[src/rtl/execute_pipe.sv]
// execute_pipe: single-issue execute stage with registered output and a serial radix-2 multiplier.
module execute_pipe #(
  parameter int XLEN = 32
) (
  input  logic            clk,
  input  logic            reset,
  input  logic            flush,
  input  logic            in_valid,
  output logic            in_ready,
  input  logic [XLEN-1:0] pc,
  input  logic [XLEN-1:0] read_data1,
  input  logic [XLEN-1:0] read_data2,
  input  logic [XLEN-1:0] imm,
  input  logic            ALUSrc,
  input  logic            Branch,
  input  logic [2:0]      funct3,
  input  logic [6:0]      funct7,
  output logic            out_valid,
  input  logic            out_ready,
  output logic [XLEN-1:0] ALU_result,
  output logic            branch_taken,
  output logic [XLEN-1:0] branch_target,
  output logic            illegal
);
  localparam int SW = $clog2(XLEN);
  localparam int CW = SW + 1;
  typedef enum logic {IDLE, MUL} state_t;
  state_t state_q, state_d;
  logic [CW-1:0] cnt_q, cnt_d;
  logic [2*XLEN-1:0] mcand_q, mcand_d, acc_q, acc_d, prod;
  logic [XLEN-1:0] mplier_q, mplier_d, tgt_q, tgt_d;
  logic neg_q, neg_d, hi_q, hi_d;
  logic out_valid_q, out_valid_d, taken_q, taken_d, illegal_q, illegal_d;
  logic [XLEN-1:0] result_q, result_d, target_q, target_d;
  logic [XLEN-1:0] op2, sra, alu_res, mag_a, mag_b, mul_res;
  logic [SW-1:0] sh;
  logic is_m, mul_go, accept, eq, lt, ltu, br_tk, br_ill, a_neg, b_neg;
  assign in_ready = (state_q == IDLE) & (!out_valid_q | out_ready) & !flush & !reset;
  assign accept = in_valid & in_ready;
  assign op2 = ALUSrc ? imm : read_data2;
  assign sh = op2[SW-1:0];
  assign sra = $signed(read_data1) >>> sh;
  assign is_m = (funct7 == 7'b0000001) & !Branch;
  assign mul_go = is_m & !ALUSrc & !funct3[2];
  assign eq = read_data1 == read_data2;
  assign lt = $signed(read_data1) < $signed(read_data2);
  assign ltu = read_data1 < read_data2;
  assign br_ill = funct3[2:1] == 2'b01;
  // MULH and MULHSU treat rs1 as signed; only MULH treats rs2 as signed
  assign a_neg = (funct3[1] ^ funct3[0]) & read_data1[XLEN-1];
  assign b_neg = (funct3[1:0] == 2'b01) & read_data2[XLEN-1];
  assign mag_a = a_neg ? -read_data1 : read_data1;
  assign mag_b = b_neg ? -read_data2 : read_data2;
  assign prod = neg_q ? -acc_q : acc_q;
  assign mul_res = hi_q ? prod[2*XLEN-1:XLEN] : prod[XLEN-1:0];
  assign out_valid = out_valid_q;
  assign ALU_result = result_q;
  assign branch_taken = taken_q;
  assign branch_target = target_q;
  assign illegal = illegal_q;
  always_comb begin
    alu_res = '0;
    case (funct3)
      3'b000: alu_res = (!ALUSrc && funct7[5]) ? read_data1 - op2 : read_data1 + op2;
      3'b001: alu_res = read_data1 << sh;
      3'b010: alu_res = {{(XLEN-1){1'b0}}, $signed(read_data1) < $signed(op2)};
      3'b011: alu_res = {{(XLEN-1){1'b0}}, read_data1 < op2};
      3'b100: alu_res = read_data1 ^ op2;
      3'b101: alu_res = funct7[5] ? sra : read_data1 >> sh;
      3'b110: alu_res = read_data1 | op2;
      3'b111: alu_res = read_data1 & op2;
      default: alu_res = '0;
    endcase
  end
  always_comb begin
    br_tk = 1'b0;
    case (funct3)
      3'b000: br_tk = eq;
      3'b001: br_tk = !eq;
      3'b100: br_tk = lt;
      3'b101: br_tk = !lt;
      3'b110: br_tk = ltu;
      3'b111: br_tk = !ltu;
      default: br_tk = 1'b0;
    endcase
  end
  always_comb begin
    state_d = state_q;
    cnt_d = cnt_q;
    mcand_d = mcand_q;
    mplier_d = mplier_q;
    acc_d = acc_q;
    neg_d = neg_q;
    hi_d = hi_q;
    tgt_d = tgt_q;
    out_valid_d = out_valid_q;
    result_d = result_q;
    taken_d = taken_q;
    target_d = target_q;
    illegal_d = illegal_q;
    if (flush) begin
      out_valid_d = 1'b0;
      state_d = IDLE;
      cnt_d = '0;
    end else begin
      if (out_valid_q && out_ready) out_valid_d = 1'b0;
      if (state_q == MUL) begin
        if (cnt_q != CW'(XLEN)) begin
          acc_d = acc_q + (mplier_q[0] ? mcand_q : '0);
          mcand_d = mcand_q << 1;
          mplier_d = mplier_q >> 1;
          cnt_d = cnt_q + 1'b1;
        end else if (!out_valid_q || out_ready) begin
          out_valid_d = 1'b1;
          result_d = mul_res;
          taken_d = 1'b0;
          target_d = tgt_q;
          illegal_d = 1'b0;
          state_d = IDLE;
          cnt_d = '0;
        end
      end
      if (accept && mul_go) begin
        state_d = MUL;
        cnt_d = '0;
        acc_d = '0;
        mcand_d = {{XLEN{1'b0}}, mag_a};
        mplier_d = mag_b;
        neg_d = a_neg ^ b_neg;
        hi_d = funct3[1:0] != 2'b00;
        tgt_d = pc + imm;
      end else if (accept) begin
        out_valid_d = 1'b1;
        result_d = (Branch || is_m) ? '0 : alu_res;
        taken_d = Branch & br_tk & !br_ill;
        target_d = pc + imm;
        illegal_d = Branch ? br_ill : is_m;
      end
    end
  end
  always_ff @(posedge clk) begin
    if (reset) begin
      state_q <= IDLE;
      cnt_q <= '0;
      mcand_q <= '0;
      mplier_q <= '0;
      acc_q <= '0;
      neg_q <= 1'b0;
      hi_q <= 1'b0;
      tgt_q <= '0;
      out_valid_q <= 1'b0;
      result_q <= '0;
      taken_q <= 1'b0;
      target_q <= '0;
      illegal_q <= 1'b0;
    end else begin
      state_q <= state_d;
      cnt_q <= cnt_d;
      mcand_q <= mcand_d;
      mplier_q <= mplier_d;
      acc_q <= acc_d;
      neg_q <= neg_d;
      hi_q <= hi_d;
      tgt_q <= tgt_d;
      out_valid_q <= out_valid_d;
      result_q <= result_d;
      taken_q <= taken_d;
      target_q <= target_d;
      illegal_q <= illegal_d;
    end
  end
endmodule

[config.mk]
export PLATFORM = sky130hd
export DESIGN_NAME = execute_pipe
export DESIGN_NICKNAME = d
export VERILOG_FILES = /design/src/rtl/execute_pipe.sv
export SDC_FILE = /design/constraint.sdc
export NUM_CORES = 2
export LEC_CHECK = 0
export CORE_UTILIZATION = 56
export CTS_BUF_LIST = sky130_fd_sc_hd__clkbuf_8 sky130_fd_sc_hd__clkbuf_16
export CTS_CLUSTER_DIAMETER = 50
export CTS_CLUSTER_SIZE = 10
export DETAILED_ROUTE_END_ITERATION = 10
export PLACE_DENSITY = 0.77
export SYNTH_ARGS = -nofsm -noshare
export SYNTH_HDL_FRONTEND = slang
export SYNTH_SLANG_ARGS = --single-unit
[constraint.sdc]
create_clock -name clk -period 8.55 [get_ports clk]
set_input_delay 1.71 -clock clk [delete_from_list [all_inputs] [get_ports clk]]
set_output_delay 1.71 -clock clk [all_outputs]
set_load 0.05 [all_outputs]
==> flow_metrics.env <==
export IMPL_dr_total_vias=32100
export IMPL_rsz0062_at_grt="no"
export IMPL_wirelength_um=125000
export IMPL_netSwitchingFraction=0.378
export IMPL_cts_root_buf="clkbuf_16"
export IMPL_max_freq_ghz=0.161
export IMPL_core_area_um2=49200
export IMPL_final_cell_count_no_fill=4670
export IMPL_dp_slack_ns=1.98
export IMPL_antenna_found_initial=2
export IMPL_hold_violations=0
export IMPL_drc=0
export IMPL_skew_ns=0.0426
export IMPL_layout_min_cycle_time_ns=6.22
export IMPL_cap_viol_max_count=0
export IMPL_p_leak_nw=13.2
export IMPL_ant_nets=0
export IMPL_worst_path_buf_inv=2
export IMPL_worstPathRequired_ns=9.02
export IMPL_cp_slowest_cell="nor2_1"
export IMPL_powerDensity_nw_per_um2=134
export IMPL_grt_pass1_wl_um=182000
export IMPL_route_detailed_wl_per_inst_um=26.8
export IMPL_h_tree_depth=2
export IMPL_whs_endpoint="tgt_q[6]"
export IMPL_ctsResizeCount=0
export IMPL_viasPerCell=6.87
export IMPL_cell_internal_pwr_w=0.00265
export IMPL_final_common_cell="nand2_1"
export IMPL_fin_ws_ns=2.33
export IMPL_outcome="finished, final reports clean"
export IMPL_min_from="tgt_q[6]"
export IMPL_finalSetupViolations=0
export IMPL_syn_avg_cell_area_um2=7.12
export IMPL_tightest_slew_ns=1.19
export IMPL_combPwrFrac=0.325
export IMPL_placedCellCount=4607
export IMPL_tns_ns=0
export IMPL_die_x_um=226
export IMPL_power_frac_clock=0.375
export IMPL_cp_end_kind="flop"
export IMPL_worst_path_dominant_cell_family="simple AND/OR/NAND/NOR gates"
export IMPL_crit_path_start_kind="input port"
export IMPL_grt_use_total=0.475
export IMPL_post_dp_hpwl_um=95100
export IMPL_first_pass_iters=6
export IMPL_worstSetupPathType="input port to flop"
export IMPL_crit_chain="clkdlybuf4s50_1, or2_2, nor3_1, nand2_1, nor2_4, nor2_1, nor2_1, nor2_1, buf_4, a221o_1"
export IMPL_synth_top_flop_cell="dfxtp_1"
export IMPL_detailedRoute_firstIterationViolations=4905
export IMPL_cp_arrival_ns=6.70
export IMPL_portBuffers=212
export IMPL_clock_path_buffers=3
export IMPL_place_gp_congestion=1.10
export IMPL_critPathMaxStageDelay_ns=0.93
export IMPL_p_seq_frac=0.301
export IMPL_period_share=0.728
export IMPL_ir_drop_mv=0.149
export IMPL_r2r_setup_slack_ns=3.42
export IMPL_start_util=0.571
export IMPL_path_max_fanout=33
export IMPL_cpMostUsedCell="nor2_1"
export IMPL_nets=4366
export IMPL_reg2regPathDepth=15
export IMPL_cts_sinks=268
export IMPL_rows=81
export IMPL_gr_total_overflow=0
export IMPL_drive_gt1_frac=0.0454
export IMPL_cts_buffers_inserted=40
export IMPL_postCtsSetupRepairBufs=0
export IMPL_syn_to_final_growth_pct=13.3
export IMPL_grt_max_degree=96
export IMPL_grt_pass1_vias=28800
export IMPL_p_switching_w=0.00161
export IMPL_die_h_um=226
export IMPL_r2r_start="mplier_q[0]"
export IMPL_final_cell_mix="476 x nand2_1, 398 x nor2_1, 324 x a21oi_1, 266 x dfxtp_1, 258 x o21ai_0"
export IMPL_synth_seq_cells=268
export IMPL_insertion_delay_ns=0.61
export IMPL_r2r_end="acc_q[63]"
export IMPL_yosys_warnings=0
export IMPL_dieArea_um2=51000
export IMPL_ios=213
export IMPL_diodes=0
export IMPL_holdWs_ns=0.450
export IMPL_clk_pin_slew_ns=0.05
export IMPL_hold_buffers=0
export IMPL_seq_area_frac_synth=0.191
export IMPL_synthArstFlopShare=0
export IMPL_slew_headroom=0.204
export IMPL_cts_tree="yes"
export IMPL_synthCells=3940
export IMPL_hp_class="flop to flop"
export IMPL_syn_cell_area_um2=28100
export IMPL_nFillCells=4455
export IMPL_drv_slew=0
export IMPL_synth_edf_count=0
export IMPL_hold_depth=2
export IMPL_yosysUniqueCellTypes=86
export IMPL_synth_nets=4321
final cells by class:
class,count,area [um^2],share of cell area
repair buffers,272,2570,0.0808
inverters,174,653,0.0205
clock buffers,44,1060,0.0332
clock inverters,19,194,0.00610
well taps,664,831,0.0261
flip-flops and latches,268,5370,0.169
multi-input cells,3229,21100,0.664
cells in the mapped netlist, types with 15 or more instances:
cell type | instances | area [um^2]
inv_1 | 173 | 649
buf_1 | 26 | 97.6
o21bai_1 | 31 | 233
o211ai_1 | 56 | 420
nand2_1 | 477 | 1790
nand4_1 | 36 | 225
a21o_1 | 89 | 668
a21oi_1 | 324 | 1620
nand3_1 | 55 | 275
a22oi_1 | 94 | 706
o31ai_1 | 35 | 263
o21ai_0 | 258 | 1290
nor3_1 | 78 | 390
a221oi_1 | 33 | 289
nor4_1 | 23 | 144
xor2_1 | 67 | 587
a211oi_1 | 54 | 405
a22o_1 | 26 | 228
nor2b_1 | 24 | 150
ha_1 | 232 | 2900
and2_1 | 86 | 538
o21a_1 | 49 | 368
a41oi_1 | 15 | 131
nand2b_1 | 27 | 169
a31oi_1 | 63 | 394
mux2i_1 | 99 | 991
xnor2_1 | 143 | 1250
dfxtp_1 | 268 | 5370
clkbuf_1 | 233 | 875
o221ai_1 | 17 | 149
a311oi_1 | 76 | 666
and3_1 | 34 | 213
or3_1 | 22 | 138
nor2_1 | 404 | 1520
cell families after synthesis:
family          after synthesis  synth area share
simple gates               1320             0.215
mux                         109            0.0417
fa+ha+maj                   236             0.106
buf+inv                     443            0.0599
flops                       268             0.191
compound gates             1354             0.321
xor+xnor                    210            0.0655
metrics by stage:
stage	cell area, um^2	utilization	power (W)
after floorplan	28100	-	0.00211
after global placement	30600	0.622	0.00262
after detailed placement	30600	0.622	0.00261
after CTS	31800	0.647	0.00418
after global routing	31800	0.647	0.00436
final	31800	0.647	0.00425
worst max-delay path by stage:
stage / slack [ns] / end / cells past startpoint / from
5_1_grt: 2.18 / ALU_result[30] / 12 / flush
4_1_cts: 2.44 / in_ready / 4 / flush
2_1_floorplan: 2.64 / ALU_result[27] / 17 / ALUSrc
3_3_place_gp: 2.08 / ALU_result[27] / 15 / imm[2]
3_5_place_dp: 1.98 / ALU_result[5] / 10 / flush
6_report: 2.33 / ALU_result[27] / 10 / flush
metal layers:
metal / routed length, um / global-route usage / up-vias
met5: 22 / 0 / -
met4: 8780 / 0.285 / 4
met3: 15900 / 0.127 / 482
met2: 51800 / 0.701 / 2194
met1: 48400 / 0.615 / 15000
li1: - / - / 14500
registers in the layout, indices dropped and copies added, names as in the netlist:
signal         count
neg_q              1
acc_q             64
mplier_q          32
tgt_q             32
branch_taken       1
state_q            1
mcand_q           64
ALU_result        32
illegal            1
out_valid          1
branch_target     32
cnt_q              6
hi_q               1
worst reg2reg max path, cell delays in order, from the launching register on:
cell	delay [ns]
dfxtp_1	0.30
buf_4	0.50
nand2_1	0.31
inv_1	0.10
ha_1	0.23
a211o_1	0.32
a31oi_1	0.45
o21ai_0	0.30
o211ai_1	0.40
o211ai_1	0.34
a41oi_1	0.60
o21ai_1	0.30
and3_1	0.26
o21ai_0	0.27
mux2i_1	0.27
nand2_1	0.08
power by group through the flow:
stage | clock, W | sequential (W) | combinational, W
detailed placement | 0 | 0.00130 | 0.00131
global placement | 0 | 0.00130 | 0.00132
CTS | 0.00159 | 0.00128 | 0.00132
global route | 0.00164 | 0.00128 | 0.00144
floorplan | 0 | 0.00135 | 0.000761
finish | 0.00159 | 0.00128 | 0.00138
Power figures use the tool's default switching activity.
